$ cat src/rtl/alu_pipe_if.sv
// Handshaked operand/result bundle for alu_pipe: operands and op in, registered result and flags out.
interface alu_pipe_if #(
    parameter int WIDTH = 32
);
    logic             in_valid;
    logic             in_ready;
    logic [WIDTH-1:0] a_in;
    logic [WIDTH-1:0] b_in;
    logic [3:0]       ALUControl;
    logic             out_valid;
    logic             out_ready;
    logic [WIDTH-1:0] ALUResult;
    logic             N;
    logic             Z;
    logic             C;
    logic             V;
    logic             illegal;

    modport master (
        output in_valid, a_in, b_in, ALUControl, out_ready,
        input  in_ready, out_valid, ALUResult, N, Z, C, V, illegal
    );

    modport slave (
        input  in_valid, a_in, b_in, ALUControl, out_ready,
        output in_ready, out_valid, ALUResult, N, Z, C, V, illegal
    );
endinterface

$ cat src/rtl/alu_pipe.sv
// Registered RV32I ALU with valid/ready flow control and N/Z/C/V flags.
// Define ALU_MUL_EN to add an iterative shift-add multiplier on op 0xA (otherwise 0xA is illegal).
module alu_pipe #(
    parameter int WIDTH = 32
) (
    input  logic      clk,
    input  logic      reset_n,
    alu_pipe_if.slave bus
);
    localparam int SH_W = $clog2(WIDTH);

    logic                    accept;
    logic                    in_rdy;
    logic                    is_mul;
    logic [WIDTH-1:0]        res;
    logic                    c_flag;
    logic                    v_flag;
    logic                    ill;
    logic [WIDTH:0]          sum;
    logic signed [WIDTH-1:0] a_s;
    logic signed [WIDTH-1:0] b_s;
    logic [SH_W-1:0]         shamt;

    logic [WIDTH-1:0]        result_p1;
    logic                    vld_p1;
    logic                    n_p1;
    logic                    z_p1;
    logic                    c_p1;
    logic                    v_p1;
    logic                    ill_p1;

    // Signed overflow: operands agree in sign but the sum does not.
    function automatic logic add_ovf(input logic sa, input logic sb, input logic sr);
        return (sa == sb) && (sr != sa);
    endfunction

    assign a_s    = bus.a_in;
    assign b_s    = bus.b_in;
    assign shamt  = bus.b_in[SH_W-1:0];
    assign accept = bus.in_valid & in_rdy;

    always_comb begin
        res    = '0;
        c_flag = 1'b0;
        v_flag = 1'b0;
        ill    = 1'b0;
        is_mul = 1'b0;
        sum    = '0;
        case (bus.ALUControl)
            4'h0: begin
                sum    = {1'b0, bus.a_in} + {1'b0, bus.b_in};
                res    = sum[WIDTH-1:0];
                c_flag = sum[WIDTH];
                v_flag = add_ovf(bus.a_in[WIDTH-1], bus.b_in[WIDTH-1], sum[WIDTH-1]);
            end
            4'h1: begin
                sum    = {1'b0, bus.a_in} + {1'b0, ~bus.b_in} + (WIDTH+1)'(1);
                res    = sum[WIDTH-1:0];
                c_flag = sum[WIDTH];
                v_flag = add_ovf(bus.a_in[WIDTH-1], ~bus.b_in[WIDTH-1], sum[WIDTH-1]);
            end
            4'h2: res = bus.a_in & bus.b_in;
            4'h3: res = bus.a_in | bus.b_in;
            4'h4: res = bus.a_in ^ bus.b_in;
            4'h5: res = {{(WIDTH-1){1'b0}}, (a_s < b_s)};
            4'h6: res = {{(WIDTH-1){1'b0}}, (bus.a_in < bus.b_in)};
            4'h7: res = bus.a_in << shamt;
            4'h8: res = bus.a_in >> shamt;
            4'h9: res = a_s >>> shamt;
`ifdef ALU_MUL_EN
            4'hA: is_mul = 1'b1;
`endif
            default: ill = 1'b1;
        endcase
    end

`ifdef ALU_MUL_EN
    typedef enum logic {IDLE, BUSY} state_t;

    state_t           state_q, state_d;
    logic [SH_W:0]    cnt_q, cnt_d;
    logic             mul_done;
    logic [WIDTH-1:0] mcand_q;
    logic [WIDTH-1:0] mplier_q;
    logic [WIDTH-1:0] acc_q;

    // The extra BUSY cycle after the last partial product hands acc_q to the output stage.
    assign mul_done = (state_q == BUSY) && (cnt_q == (SH_W+1)'(WIDTH));
    assign in_rdy   = (state_q == IDLE) & (~vld_p1 | bus.out_ready);

    always_ff @(posedge clk or negedge reset_n) begin
        if (!reset_n) begin
            state_q <= IDLE;
            cnt_q   <= '0;
        end else begin
            state_q <= state_d;
            cnt_q   <= cnt_d;
        end
    end

    always_comb begin
        state_d = state_q;
        cnt_d   = cnt_q;
        case (state_q)
            IDLE: begin
                if (accept && is_mul) begin
                    state_d = BUSY;
                    cnt_d   = '0;
                end
            end
            BUSY: begin
                if (mul_done) state_d = IDLE;
                else          cnt_d   = cnt_q + (SH_W+1)'(1);
            end
            default: state_d = IDLE;
        endcase
    end

    always_ff @(posedge clk) begin
        if (accept && is_mul) begin
            mcand_q  <= bus.a_in;
            mplier_q <= bus.b_in;
            acc_q    <= '0;
        end else if (state_q == BUSY && !mul_done) begin
            if (mplier_q[0]) acc_q <= acc_q + mcand_q;
            mcand_q  <= mcand_q << 1;
            mplier_q <= mplier_q >> 1;
        end
    end
`else
    assign in_rdy = ~vld_p1 | bus.out_ready;
`endif

    // Output stage: loads on a single-cycle accept or multiplier completion, holds while stalled.
    always_ff @(posedge clk or negedge reset_n) begin
        if (!reset_n) begin
            vld_p1    <= 1'b0;
            result_p1 <= '0;
            n_p1      <= 1'b0;
            z_p1      <= 1'b0;
            c_p1      <= 1'b0;
            v_p1      <= 1'b0;
            ill_p1    <= 1'b0;
        end else if (accept && !is_mul) begin
            vld_p1    <= 1'b1;
            result_p1 <= res;
            n_p1      <= res[WIDTH-1];
            z_p1      <= (res == '0);
            c_p1      <= c_flag;
            v_p1      <= v_flag;
            ill_p1    <= ill;
`ifdef ALU_MUL_EN
        end else if (mul_done) begin
            vld_p1    <= 1'b1;
            result_p1 <= acc_q;
            n_p1      <= acc_q[WIDTH-1];
            z_p1      <= (acc_q == '0);
            c_p1      <= 1'b0;
            v_p1      <= 1'b0;
            ill_p1    <= 1'b0;
`endif
        end else if (bus.out_ready) begin
            vld_p1    <= 1'b0;
        end
    end

    assign bus.in_ready  = in_rdy;
    assign bus.out_valid = vld_p1;
    assign bus.ALUResult = result_p1;
    assign bus.N         = n_p1;
    assign bus.Z         = z_p1;
    assign bus.C         = c_p1;
    assign bus.V         = v_p1;
    assign bus.illegal   = ill_p1;
endmodule

$ cat src/flat_wrapper.sv
// flat-port wrapper written by rule: the top's interface ports become plain ports
module alu_pipe_flat 
#(
    parameter int WIDTH = 32
)
  (clk, reset_n, bus_in_valid, bus_a_in, bus_b_in, bus_ALUControl, bus_out_ready, bus_in_ready, bus_out_valid, bus_ALUResult, bus_N, bus_Z, bus_C, bus_V, bus_illegal);
  alu_pipe_if #(.WIDTH(WIDTH)) bus_i ();
  input  logic clk;
  input  logic reset_n;
  input wire logic [$bits(bus_i.in_valid)-1:0] bus_in_valid;
  input wire logic [$bits(bus_i.a_in)-1:0] bus_a_in;
  input wire logic [$bits(bus_i.b_in)-1:0] bus_b_in;
  input wire logic [$bits(bus_i.ALUControl)-1:0] bus_ALUControl;
  input wire logic [$bits(bus_i.out_ready)-1:0] bus_out_ready;
  output wire logic [$bits(bus_i.in_ready)-1:0] bus_in_ready;
  output wire logic [$bits(bus_i.out_valid)-1:0] bus_out_valid;
  output wire logic [$bits(bus_i.ALUResult)-1:0] bus_ALUResult;
  output wire logic [$bits(bus_i.N)-1:0] bus_N;
  output wire logic [$bits(bus_i.Z)-1:0] bus_Z;
  output wire logic [$bits(bus_i.C)-1:0] bus_C;
  output wire logic [$bits(bus_i.V)-1:0] bus_V;
  output wire logic [$bits(bus_i.illegal)-1:0] bus_illegal;
  assign bus_i.in_valid = bus_in_valid;
  assign bus_i.a_in = bus_a_in;
  assign bus_i.b_in = bus_b_in;
  assign bus_i.ALUControl = bus_ALUControl;
  assign bus_i.out_ready = bus_out_ready;
  assign bus_in_ready = bus_i.in_ready;
  assign bus_out_valid = bus_i.out_valid;
  assign bus_ALUResult = bus_i.ALUResult;
  assign bus_N = bus_i.N;
  assign bus_Z = bus_i.Z;
  assign bus_C = bus_i.C;
  assign bus_V = bus_i.V;
  assign bus_illegal = bus_i.illegal;
  alu_pipe #(.WIDTH(WIDTH)) u_core (.clk(clk), .reset_n(reset_n), .bus(bus_i));
endmodule
$ cat config.mk
export PLATFORM = sky130hd
export DESIGN_NAME = alu_pipe_flat
export DESIGN_NICKNAME = d
export VERILOG_FILES = /design/src/rtl/alu_pipe_if.sv /design/src/rtl/alu_pipe.sv /design/src/flat_wrapper.sv
export SDC_FILE = /design/constraint.sdc
export NUM_CORES = 1
export LEC_CHECK = 0
export BUFFER_PORTS_ARGS = -buffer_cell sky130_fd_sc_hd__buf_2
export CORE_MARGIN = 2
export CORE_UTILIZATION = 35
export DETAILED_ROUTE_END_ITERATION = 12
export GPL_TIMING_DRIVEN = 0
export RECOVER_POWER = 25
export SYNTH_ARGS = -nofsm -noshare
export SYNTH_HDL_FRONTEND = slang
export SYNTH_SLANG_ARGS = --single-unit
$ cat constraint.sdc
create_clock -name clk -period 2.9 [get_ports clk]
set_clock_uncertainty 0.05 [all_clocks]
set_input_delay 0.145 -clock clk [delete_from_list [all_inputs] [get_ports clk]]
set_output_delay 0.145 -clock clk [all_outputs]
set_load 0.005 [all_outputs]
Word level (Yosys, flattened, before mapping)

Index checks and enable logic that the tools add are counted.

Register bits after elaboration: 38
Bits of input ports: 72
Output and inout port bits: 39

Add/subtract/negate cells: 3
$lt $le $gt $ge: 2
Equal/unequal tests: 13
Shift operators: 3
Multiplexer cells: 6
Bitwise gates (word level): 8
Reduce and logical (&&, ||, !) cells: 6

Operators by type and width:

| operator                                                         | count |
|---|---|
| 32-bit case mux with 10 select lines                             | 1 |
| 32-bit by 32-bit adder with 33-bit output                        | 2 |
| 32-bit less-than comparator                                      | 2 |
| 33-bit by 1-bit adder with 33-bit output (second input constant) | 1 |
| 32-bit bitwise AND                                               | 1 |
| 32-bit zero test                                                 | 1 |
| 32-bit inverter                                                  | 1 |
| 32-bit OR                                                        | 1 |
| 32-bit by 5-bit left shift with 32-bit output                    | 1 |
| 32-bit by 5-bit >> shifter with 32-bit output                    | 1 |
| 32-bit by 5-bit >>> shifter with 32-bit output                   | 1 |
| 32-bit bitwise XOR                                               | 1 |
| 4-bit by 3-bit == test with 1-bit output (second input constant) | 4 |
| 10-bit OR reduction                                              | 1 |
| 4-bit by 2-bit == test with 1-bit output (second input constant) | 2 |
| 4-bit == test (second input constant)                            | 2 |
| 4-bit by 1-bit == test with 1-bit output (second input constant) | 1 |
| 4-bit zero test                                                  | 1 |
| 1-bit case mux with 2 select lines                               | 2 |
| 1-bit two-way mux                                                | 3 |
| 1-bit == test                                                    | 2 |
| 1-bit logical AND                                                | 2 |
| 1-bit inequality test                                            | 2 |
| 1-bit inverter                                                   | 2 |
| 3 further kinds                                                  | 3 |

Longest topological paths before layout

Gate-level depths: netlist of the first run.

Depth after elaboration: 6
Gate-level depth with buffers: 19
Gate-level depth less buffers: 14

Least setup slack after synthesis of the first run

No wires, ideal clock.

Kind: input port to flip-flop
From: input bus_b_in[2]
To: register u_core.z_p1 (netlist: u_core.bus.Z)
Arrival time: 4782 ps
Slack: -1999 ps
Cell stages on the path: 18
Cells stage by stage: clkbuf_1 > inv_2 > buf_1 > clkbuf_1 > clkbuf_1 > ha_1 > clkbuf_1 > or2_1 > a2111o_1 > a31oi_1 > a221oi_1 > o211ai_1 > a21oi_1 > nor4_1 > a21oi_1 > or4_1 > nor4_1 > a32o_2

Cells in the longest elaborated chain, start to end: 5

RTL lines:

| element                                   | RTL line           | RTL |
|---|---|---|
| start, declared                           | flat_wrapper.sv:12 | `input wire logic [$bits(bus_i.b_in)-1:0] bus_b_in;` |
| 32-bit inverter                           | alu_pipe.sv:57     | `sum = {1'b0, bus.a_in} + {1'b0, ~bus.b_in} + (WIDTH+1)'(1);` |
| 32-bit by 32-bit adder with 33-bit output | alu_pipe.sv:57     |  |
| 33-bit by 1-bit adder with 33-bit output  | alu_pipe.sv:57     |  |
| 32-bit case mux with 10 select lines *    | alu_pipe.sv:49     | `case (bus.ALUControl)` |
| 32-bit zero test *                        | alu_pipe.sv:148    | `z_p1 <= (res == '0);` |
| end signal, assigned                      | alu_pipe.sv:148    |  |
| end, declared                             | alu_pipe.sv:27     | `logic z_p1;` |

Mark *: on every way between the ends. The rest lies on a longest branch, timed or not.
A chain may end at the register's enable or synchronous reset.

Worst setup path after layout of the first run

Same ends and word-level chain as after synthesis.

==> run summary, run 1 <==
The count of synthesis-stage warnings from yosys came out at 0. The maximum clock frequency came out at 263 MHz. The analysis attributes to cell leakage a power of 0.00606 uW.

The longest individual stage delay on the worst path came out at 530 ps. For hold timing, the worst endpoint is u_core.bus.out_valid$_DFFE_PN0P_. The clock-pin transition on the worst setup and hold timing paths came out at 60 ps. In this run the most critical hold path is launched from bus_in_valid.

The latest clock arrival within the worst-skew pair is 280 ps. Of the total power, the share spent switching nets is 0.506. In this run the critical register-to-register path is captured at u_core.bus.Z$_DFFE_PN0P_. The detailed router finished its first iteration with 1658 violations.

Of all cell types, the one taking the most synthesized area is ha_1. Setup repair after global routing could not meet its margin everywhere. The most common cell type on the critical path is clkbuf_16.

The proportion of synthesized chip area in sequential cells is 0.0863. The post-synthesis cell area is 0.0107 sq mm. The first detailed-routing pass ran for 8 iterations.

Synthesis handed over a netlist of 1469 instances. The H-tree was split into 2 levels. The vias per cell came out at 6.78. Of the available clock period, the critical path in the final layout requires 1.31. For this block, the via count after detailed routing is 14100.

The detail route stage leaves a number of antenna-violating nets equal to 0. The final critical path time including I/O delays and setup is 3800 ps. Compared with the post-synthesis result, the final layout area differs by 33.9%.

The first global-routing pass estimated 92.2 mm of wire. Of the total power, combinational logic draws 0.720. Counting the fill cells in the layout gives 3126. The number of max-capacitance violations reported came out at 0. Across all setup checks in the final design, the least slack found is -898 ps.

The count of placed standard cells in the final layout, fillers left out came out at 2076. The cell depth of the worst flop-to-flop path came out at 11. The starting density of the core came out at 0.353. The type of the tightest min-delay check is input pin to register. The floorplan step set the die width to 179 um. The worst setup path is of the input pin to register kind.

The worst hold path passes through 2 cells. The clock buffer count from CTS is 5. After synthesis, the netlist uses 86 different library cells. The clock tree from TritonCTS is done. The area fraction of the dominant cell type after synthesis came out at 0.114. The signal on the critical path passes through buf_8, clkbuf_16, inv_16, buf_12, clkbuf_16, clkbuf_16, ha_4, nor2b_4, o31a_1, buf_4, o31ai_4, buf_4, nor2_1, a31oi_1, o221ai_2, or4b_4, nor4_4, nand4b_1, nor4_4, a32o_2.

Yosys attributes the largest share of cell area to ha_1 11%, dfrtp_1 8.6%, mux4_2 8.4%, mux2i_1 6.1%, a21oi_1 4.9%. The hold violation count in the final report came out at 0. The area enclosed by the die boundary came out at 0.0321 sq mm. The checks that failed: negative setup slack. The buffer type at the clock tree root is clkbuf_16. The prevailing post-synth register cell is dfrtp_1. The number of placed instances, taps included, is 1975. The total number of placement rows came out at 64. The top fanout value on the critical path came out at 3. The weighted congestion at the end of routability-driven global placement is 1.03. During I/O placement, the number of pins put on the boundary was 111. The total of endpoints with negative setup slack in the final report came out at 23. The maximum number of pins on one net before global-route repair came out at 38. The detailed-route wire length per cell is 31.3 um.

The flow ran to the end, but the final reports show violations. The worst max-slew margin expressed relative to the limit came out at 0.321. The number of global-route vias before repair came to 13200.

Together, buffers and inverters on the worst path number 8. For this run, the post-layout net count is 1850. The max-slew violation total from the final report came out at 0. The worst setup path is captured at a register. The port buffer count is 109. The leftover overflow at the end of global routing is 0. After layout, the design draws a total of 4100 uW. For this block, the routed nets add up to 65.0 mm of wire. The placed wire-length estimate after detailed placement is 51.0 mm. The number of enable-type register cells in the synthesized netlist came out at 0. The arrival time at the worst endpoint came out at 3970 ps.

The slowest stage of the critical path belongs to the cell or4b_4. The worst reg2reg path startpoint is u_core.bus.out_valid$_DFFE_PN0P_. The area of the core came out at 0.0303 sq mm. The most frequent cell after synthesis is nand2_1. The total power density per cell area is 286 mW/mm^2. The start point of the critical path is bus_b_in[2]. The kind of cell with the highest combined delay along the critical path is simple AND/OR/NAND/NOR gates.

The initial antenna violation count came out at 1. The die boundary height is 179 um. When the netlist entered floorplanning its net count stood at 1641. The clock network power share came out at 0.128. The register bit total from synthesis is 37. In the final layout, the share of cells above drive strength 1 is 0.297. The post-detailed-route DRC marker count came out at 0. For this design the total switching power over the nets is 2070 uW. The transition at the pin with the smallest max-transition slack is 1020 ps.

A synthesized cell averages 7.30 sq um. The register share of total power came out at 0.152. The worst-case register-to-register setup slack is -420 ps. The fraction of registers with async set or reset after synthesis is 1.00. The peak ir drop on the vdd network is 0.241 mV.

The clock passes through at most 2 buffers. Counting instances in the post-synthesis netlist gives the leading cell types as 141 x nand2_1, 118 x nor2_1, 106 x a21oi_1. The total internal power came out at 2030 uW. The critical path required time came out at 3070 ps. The number of clock sinks seen by CTS came out at 37. The critical path launch point type is an input pin. The global router's overall resource usage came out at 0.397.
worst register-to-register path, stage by stage, from the launching register on:
cell      delay, ps
dfrtp_1         380
nand2b_1        140
and2_1          400
o211ai_1        150
or4_1           590
a21oi_4         240
nor3b_2         230
nand3_2         110
nor4b_4         330
nand4b_1        190
nor4_4          270
a32o_2          180
per-stage QoR:
step / util / setup TNS, ps / setup WS, ps / hold slack [ps] / area (sq um)
final: 0.473 / -8220 / -898 / 48.9 / 14400
after global routing: 0.473 / -9900 / -1000 / 62.1 / 14400
after global placement: 0.397 / -47290 / -3030 / 222 / 12100
after detailed placement: 0.398 / -46430 / -2980 / 227 / 12100
after CTS: 0.456 / -6650 / -934 / 39.4 / 13800
after floorplan: - / -4280 / -851 / -201 / 11000
area by class of cell:
type                    count  area [sq um]  share of cell area
flip-flops and latches     37           926              0.0645
inverters                 102           410              0.0286
clock buffers               6           129             0.00898
plain buffers             103           826              0.0575
repair buffers            209          1410              0.0982
clock inverters             2          10.0            0.000697
multi-input cells        1220         10100               0.707
diodes                      1          2.50            0.000174
well taps                 396           495              0.0345
registers in the layout (all words and copies together), names as in the netlist:
name,count
u_core.bus.Z,1
u_core.bus.out_valid,1
u_core.bus.ALUResult,31
u_core.bus.C,1
u_core.bus.illegal,1
u_core.bus.N,1
u_core.bus.V,1
worst max-delay path by stage:
stage / endpoint / slack, ps / depth (start not counted)
floorplan: u_core.bus.Z$_DFFE_PN0P_ / -850 / 18
global placement: u_core.bus.Z$_DFFE_PN0P_ / -3030 / 14
detailed placement: u_core.bus.Z$_DFFE_PN0P_ / -2980 / 14
CTS: u_core.bus.Z$_DFFE_PN0P_ / -930 / 19
global route: u_core.bus.Z$_DFFE_PN0P_ / -1000 / 15
finish: u_core.bus.Z$_DFFE_PN0P_ / -900 / 20
per-layer routing:
layer,share of wire,wire (um),vias up,GRT usage
met5,0,0,-,0
met4,0.071,4590,0,0.220
met3,0.090,5850,228,0.0532
met2,0.44,28700,921,0.637
met1,0.40,25800,6918,0.514
li1,-,-,6003,-
cells in the final DEF, fill, tap and decap left out, drive strengths merged, types with 9 or more instances in the layout:
cell    synthesis  layout
ha             98      98
buf            27     213
a22o           20      20
inv           102     101
xnor2          15      15
and2           13      13
o21ai         105     105
nand2         141     141
nor2b          24      24
a221oi         13      13
dfrtp          37      37
nor3           27      27
clkbuf         83     104
a21o           14      14
o31ai          18      18
a31oi          22      22
nand4          11      11
nor4           22      22
and3            9       9
mux2           18      18
mux2i          65      65
a22oi          32      32
o22ai          23      23
mux4           40      40
nand3          29      29
o211ai         30      30
o221ai         14      14
a211oi         31      31
nand2b         16      16
nor2          118     118
a21oi         106     106
cells by family after synthesis:
| family | synth area share |
|---|---|
| multiplexers | 0.164 |
| AND/OR/NAND/NOR | 0.204 |
| XOR/XNOR | 0.0155 |
| buffers and inverters | 0.0800 |
| AO/OA/AOI/OAI | 0.332 |
| adder cells (fa/ha/maj) | 0.118 |
| flip-flops | 0.0863 |
timing repair:
action | CTS | global route
hold buffers | 1 | 0
hold endpoints to repair | 37 | 0
pin swaps | 67 | 63
setup buffers | 78 | 24
endpoints found under the setup margin | 35 | 29
resized for setup | 254 | 109
power by group through the flow:
stage               Combinational (uW)  Sequential (uW)  Clock (uW)
CTS                               2710              622         534
detailed placement                2320              631           0
floorplan                         1410              635           0
finish                            2950              622         525
global placement                  2320              628           0
global route                      3090              631         553
Power figures use the tool's default switching activity.
==> inputs of run 2 (changes only) <==
--- a/config.mk
+++ b/config.mk
@@ -8,9 +8,11 @@
 export BUFFER_PORTS_ARGS = -buffer_cell sky130_fd_sc_hd__buf_2
 export CORE_MARGIN = 2
 export CORE_UTILIZATION = 35
+export CTS_BUF_LIST = sky130_fd_sc_hd__clkbuf_8
 export DETAILED_ROUTE_END_ITERATION = 12
 export GPL_TIMING_DRIVEN = 0
 export RECOVER_POWER = 25
+export REMOVE_ABC_BUFFERS = 1
 export SYNTH_ARGS = -nofsm -noshare
 export SYNTH_HDL_FRONTEND = slang
 export SYNTH_SLANG_ARGS = --single-unit
==> run 2 against run 1 <==
The flow still finishes with violations (negative setup slack). Register-to-register slack got worse by 90 ps. Global-route usage decreased by 5.2 points. Wire length decreased by 13%.
==> run summary, run 2 (synthesis gave the netlist of run 1 again) <==
In this run, the number of DRC markers left after iteration 0 of detailed routing was 1422. The peak ir drop on the vdd network is 0.202 mV. The worst setup path is captured at a register. The critical path required time came out at 3080 ps. Max-cap violations in this run came to 0.

At the end of routability-driven placement, the weighted congestion stood at 1.01. The clock tree from TritonCTS is done. Of the cells placed in the final design, the portion with a size suffix greater than 1 is 0.261. The worst setup slack after layout is -872 ps. After detailed routing, the number of remaining DRC violations is 0. The first global-routing pass estimated 82.2 mm of wire. The routed wire length came out at 56.5 mm. The min-delay analysis places its worst path in the category input pin to register. The transition at the pin with the smallest max-transition slack is 1190 ps.

The deepest clock path buffer count came out at 2. Setup repair after global routing could not meet its margin everywhere. The number of clock sinks seen by CTS came out at 37. The clock buffer count from CTS came out at 5. The library cell used most frequently in the layout, excluding fill and tap cells, is nand2_1. Summed over all layers, the global routing overflow is 0. The post-detailed-route count of antenna-violating nets is 0.

The run finished, with violations left. The number of detailed-route iterations in the first pass came out at 5. The growth of design area from synthesis to finish came out at 27.9%. The buffer type at the clock tree root is clkbuf_8. For the final routed database, the setup TNS stands at -4670 ps. The maximum clock frequency is 265 MHz. The diode insertion count for antenna repair is 0.

The hold violation count in the final report is 0. The total of endpoints with negative setup slack in the final report came out at 17. The fraction of met2 tracks used by global routing came out at 0.545. After layout, the minimum clock period comes to 3770 ps. The worst setup timing slack at the placement stage came out at -3690 ps. STA classifies the critical path startpoint as an input pin. The initial antenna violation count was 0.

The share of the clock period used by the worst path is 1.30. The total power density per cell area is 273 mW/mm^2. In this run the number of H-tree levels came out at 2. The final net count is 1742.

The max-slew violation total from the final report came out at 0. The flip-flop count of the largest register after layout came out at 31. The setup path with the least slack is of type input pin to register. The final reports fail on negative setup slack. The number of ports placed on the die boundary is 111. The detailed-route via count is 13300.

Data arrives at the worst endpoint at 3950 ps. Buffers placed on the I/O ports in this run total 110. The floorplan die width came out at 179 um. The number of global-route vias before repair was 12600. The area of the core came out at 0.0303 sq mm. The floorplan step set the die height to 179 um. The met3 global-route usage is 0.0441. The global routing stage identified its most utilized layer as met2. The vias per cell is 6.78. Along the worst path, the maximum fanout reaches 15.

The placed wire-length estimate after detailed placement is 40.7 mm. The total number of placement rows came out at 64. In the global route stage, overall resource usage came out at 0.345. The total leakage power came out at 0.00571 uW. At the later pin of the worst-skew pair, clock insertion delay measures 290 ps.

The starting density of the core is 0.353. The met1 routing resource usage after global routing came out at 0.473. The detailed-route wire length per cell is 28.7 um.

The area enclosed by the die boundary is 0.0321 sq mm. Entering global routing, the biggest net connects 50 pins. Clock-pin slew was measured on the worst setup and hold paths at 70 ps. The top cell types in the final layout, fill and taps aside, are 136 x nand2_1, 113 x nor2_1, 94 x a21oi_1.

The worst max-slew margin expressed relative to the limit is 0.208.
==> run 2: worst paths after layout <==
check                           slack [ps]  cells past startpoint                                 start                                   end
worst max-delay path                  -870                     13                           bus_b_in[0]              u_core.bus.Z$_DFFE_PN0P_
worst min-delay path                    40                      2                          bus_in_valid      u_core.bus.out_valid$_DFFE_PN0P_
worst max register to register        -510                     11      u_core.bus.out_valid$_DFFE_PN0P_              u_core.bus.Z$_DFFE_PN0P_
worst min register to register         430                      2  u_core.bus.ALUResult[20]$_DFFE_PN0P_  u_core.bus.ALUResult[20]$_DFFE_PN0P_
max in group asynchronous             1870                      2                               reset_n  u_core.bus.ALUResult[24]$_DFFE_PN0P_
min in group asynchronous              430                      2                               reset_n   u_core.bus.ALUResult[5]$_DFFE_PN0P_
==> run 2: stage by stage <==
| step | hold slack, ps | area (sq um) | utilization | instances | power [uW] |
|---|---|---|---|---|---|
| finish | 40.2 | 13700 | 0.452 | 1967 | 3750 |
| global route | 39.8 | 13700 | 0.452 | 1967 | 3950 |
| CTS | 37.5 | 13200 | 0.434 | 1951 | 3540 |
| detailed placement | 228 | 11400 | 0.377 | 1874 | 2760 |
| global placement | 231 | 11300 | 0.372 | 1865 | 2750 |
| floorplan | -201 | 10300 | - | 1359 | 1890 |
==> run 2: per-layer routing <==
metal | part of all wire | wire, um
met2 | 0.44 | 24700
met4 | 0.055 | 3090
met5 | 0 | 0
met1 | 0.41 | 22900
met3 | 0.10 | 5780
==> run 2: worst max-delay path, stage by stage <==
cell and delay, ps:
buf_16 90, buf_12 100, bufbuf_16 310, mux4_2 570, mux2i_1 290, o22ai_1 150, nor3_1 370, o21ai_0 300
or4b_4 640, nor4_4 290, nand4b_1 180, nor4_4 300, a32o_2 200
==> run 2: timing repair <==
| action | CTS | global route |
|---|---|---|
| endpoints found under the hold margin | 37 | 0 |
| buffers inserted | 56 | 16 |
| gates resized for setup | 181 | 87 |
| setup endpoints to repair | 35 | 25 |
| hold buffers | 1 | 0 |
| cloned | 12 | 1 |
| pin swaps | 61 | 42 |
==> run 2: area by class of cell <==
class	count	area, sq um
multi-input combinational	1220	10000
inverter	102	410
timing repair inverter	3	21.3
sequential	37	926
clock inverter	1	5.00
fill	3132	16600
tap	396	495
clock buffer	7	96.3
timing repair buffer	201	1760
==> run 2: power by group <==
part / total, uW / switching, uW / internal, uW
Clock: 394 / 180 / 215
Combinational: 2740 / 1670 / 1070
Sequential: 620 / 35.9 / 584
==> inputs of run 3 (changes only) <==
--- a/config.mk
+++ b/config.mk
@@ -5,14 +5,15 @@
 export SDC_FILE = /design/constraint.sdc
 export NUM_CORES = 1
 export LEC_CHECK = 0
-export BUFFER_PORTS_ARGS = -buffer_cell sky130_fd_sc_hd__buf_2
 export CORE_MARGIN = 2
 export CORE_UTILIZATION = 35
 export CTS_BUF_LIST = sky130_fd_sc_hd__clkbuf_8
 export DETAILED_ROUTE_END_ITERATION = 12
+export DONT_BUFFER_PORTS = 1
 export GPL_TIMING_DRIVEN = 0
 export RECOVER_POWER = 25
 export REMOVE_ABC_BUFFERS = 1
+export SLEW_MARGIN = 40
 export SYNTH_ARGS = -nofsm -noshare
 export SYNTH_HDL_FRONTEND = slang
 export SYNTH_SLANG_ARGS = --single-unit
==> run 3 against run 2 <==
The flow finishes with violations (max-capacitance violations, max-slew violations, negative setup slack). Die area is the same. Wire length decreased by 8.9%. Via count shrank 7.0%. Combinational power shrank 24%. Worst hold slack better by 35 ps. Critical path type unchanged. First-iteration DRC count is 32% higher. Critical path depth increased by 1. Fmax is 7.7% higher. Sequential power rose by 3.2%.
==> run summary, run 3 (synthesis gave the netlist of run 1 again) <==
In this run the deepest clock path goes through 2 buffers. Dividing the detail-routed wire length by the instance count gives 28.5 um. For hold timing, the worst endpoint is u_core.bus.V$_DFFE_PN0P_. STA puts the critical path data arrival time at 3670 ps. The floorplan step set the die width to 179 um. After detailed routing, the number of vias per cell comes to 6.88.

The max-slew violation total from the final report is 38. The routed wire length came out at 51.4 mm. The fraction of final layout cells sized beyond drive strength 1 came out at 0.144. The worst-case register-to-register setup slack came out at -390 ps.

The weighted congestion at the end of routability-driven global placement is 1.03. The floorplan step defined a die boundary enclosing 0.0321 sq mm. In the global route stage, overall resource usage came out at 0.315. The number of ports placed on the die boundary came out at 111. The final reports fail on max-capacitance violations, max-slew violations, negative setup slack. The share of the core filled with cells in the final layout came out at 0.391.

The total power density per cell area came out at 259 mW/mm^2. The most used routing layer in global routing is met2. The H-tree generated during clock tree synthesis spans 2 levels. The DRC marker count from the first detailed-route iteration came out at 1879. The startpoint of the lowest-slack hold path is bus_a_in[31]. Setup repair after global routing could not meet its margin everywhere. The leftover overflow at the end of global routing is 0. The placed wire-length estimate after detailed placement came out at 39.9 mm. In this run, CTS created clock tree buffers numbering 5.

The growth of design area from synthesis to finish is 10.6%. Clock-pin slew was measured on the worst setup and hold paths at 60 ps. The worst register-to-register path begins at u_core.bus.out_valid$_DFFE_PN0P_. The number of global-route vias before repair is 11600.

The share of the clock period used by the worst path came out at 1.21. The total power consumption of the routed design is 3080 uW. The flow ran to the end, but the final reports show violations. For met2 alone, demand over resource in global routing was 0.499. The critical path required time is 3070 ps. The detailed-route via count is 12400. Clock latency on the worst-skew pair, taken at its later pin, is 280 ps. The maximum number of pins on one net before global-route repair came out at 88.

The library cells used most frequently in the layout, excluding fill and tap cells, are 138 x nand2_1, 115 x nor2_1, 98 x a21oi_1. The met1 routing resource usage after global routing came out at 0.445. The detail route stage leaves a number of antenna-violating nets equal to 0. The total number of placement rows is 64. Leaving out fill and tap cells, the most frequent cell in the layout is nand2_1. The type of the tightest min-delay check is input pin to register. In this run the critical register-to-register path is captured at u_core.bus.Z$_DFFE_PN0P_. The number of max-capacitance violations reported came out at 1. The worst max-slew margin expressed relative to the limit is -0.248. The starting density of the core is 0.353. The root buffer cell chosen for the clock tree is clkbuf_8.

The tree built by TritonCTS fans out to 37 sinks. The worst setup path is of the input pin to register kind. The total leakage power is 0.00474 uW. The register with the most flip-flops in the layout has 31 of them.

The top fanout value on the critical path came out at 87. The first detailed-routing pass ran for 6 iterations. The core region is 0.0303 sq mm. The first global-routing pass estimated 75.8 mm of wire. The post-detailed-route DRC marker count is 0. The port buffer count came out at 0. The hold violation count in the final report is 0. The floorplan step set the die height to 179 um. For the pin with the worst max-slew slack, the measured transition is 1870 ps.

The initial antenna violation count is 2. The worst setup slack after layout is -603 ps. STA classifies the critical path startpoint as an input pin.

The depth of the worst hold-timing path is 2. Across the VDD grid, the largest voltage drop is 0.153 mV. The met3 global-route usage came out at 0.0454.

The final critical path time including I/O delays and setup came out at 3500 ps. The maximum clock frequency came out at 286 MHz. TritonCTS built the clock tree. The cell depth of the worst flop-to-flop path is 11. After the last flow step, the layout net total stands at 1579. The total of endpoints with negative setup slack in the final report came out at 9. The worst setup path is captured at a register.
==> run 3: changes by cell type in the layout (fill, tap and decap cells not counted), sizes merged, moves of 2 or more <==
cell      delta
clkbuf      -16
bufbuf       -9
clkinvlp     -4
inv          +2
buf        -137
==> run 3: timing repair <==
| item | CTS | global route |
|---|---|---|
| pin swaps | 27 | 10 |
| endpoints found under the setup margin | 25 | 15 |
| hold buffers | 3 | 0 |
| buffers inserted | 21 | 4 |
| gates resized for setup | 89 | 29 |
| endpoints found under the hold margin | 38 | 0 |
==> run 3: final cells by class <==
type / count / area [sq um]
fill: 3169 / 18500
multi-input combinational: 1220 / 9610
sequential: 37 / 926
tap: 396 / 495
inverter: 102 / 418
timing repair buffer: 41 / 327
clock buffer: 6 / 82.6
clock inverter: 1 / 3.75
antenna: 1 / 2.50
==> run 3: worst max-delay path, stage by stage <==
cell and delay, ps:
ha_4 210, fa_2 390, or2_1 240, a2111o_1 470, a31oi_4 240, buf_4 140, a22oi_1 90, xnor2_1 190
a211oi_2 330, nand3_1 150, nor4b_2 320, nand4b_1 190, nor4_4 280, a32o_2 190
==> run 3: power breakdown <==
part	total (uW)	internal [uW]	switching, uW
Combinational	2090	794	1300
Clock	347	185	162
Sequential	640	585	54.9
Total	3080	1560	1510
==> run 3: layer usage <==
| layer | routed length, um | part of all wire | vias to the layer above |
|---|---|---|---|
| met5 | 0 | 0 | - |
| met4 | 1600 | 0.031 | 0 |
| met3 | 5530 | 0.11 | 104 |
| met2 | 22600 | 0.44 | 808 |
| met1 | 21700 | 0.42 | 6051 |
| li1 | - | - | 5446 |
==> run 3: how the worst max path moves through the flow <==
| stage | startpoint | to | slack, ps |
|---|---|---|---|
| global route | bus_b_in[0] | u_core.bus.Z$_DFFE_PN0P_ | -630 |
| floorplan | bus_b_in[3] | u_core.bus.Z$_DFFE_PN0P_ | -990 |
| CTS | bus_b_in[0] | u_core.bus.Z$_DFFE_PN0P_ | -540 |
| finish | bus_b_in[0] | u_core.bus.Z$_DFFE_PN0P_ | -600 |
| detailed placement | bus_b_in[2] | u_core.bus.Z$_DFFE_PN0P_ | -2140 |
| global placement | bus_ALUControl[3] | u_core.bus.Z$_DFFE_PN0P_ | -3070 |
==> run 3: through the flow <==
stage                     instance area [sq um]  TNS, ps  hold slack (ps)  setup WS [ps]  instances
after floorplan                           10300    -6050             -201           -992       1359
after global placement                    10700   -61850             -200          -3070       1755
after detailed placement                  10900   -26230             -200          -2140       1768
after CTS                                 11700    -1330             89.1           -544       1799
after global routing                      11900    -2320             99.3           -631       1803
final                                     11900    -2050             75.6           -603       1804
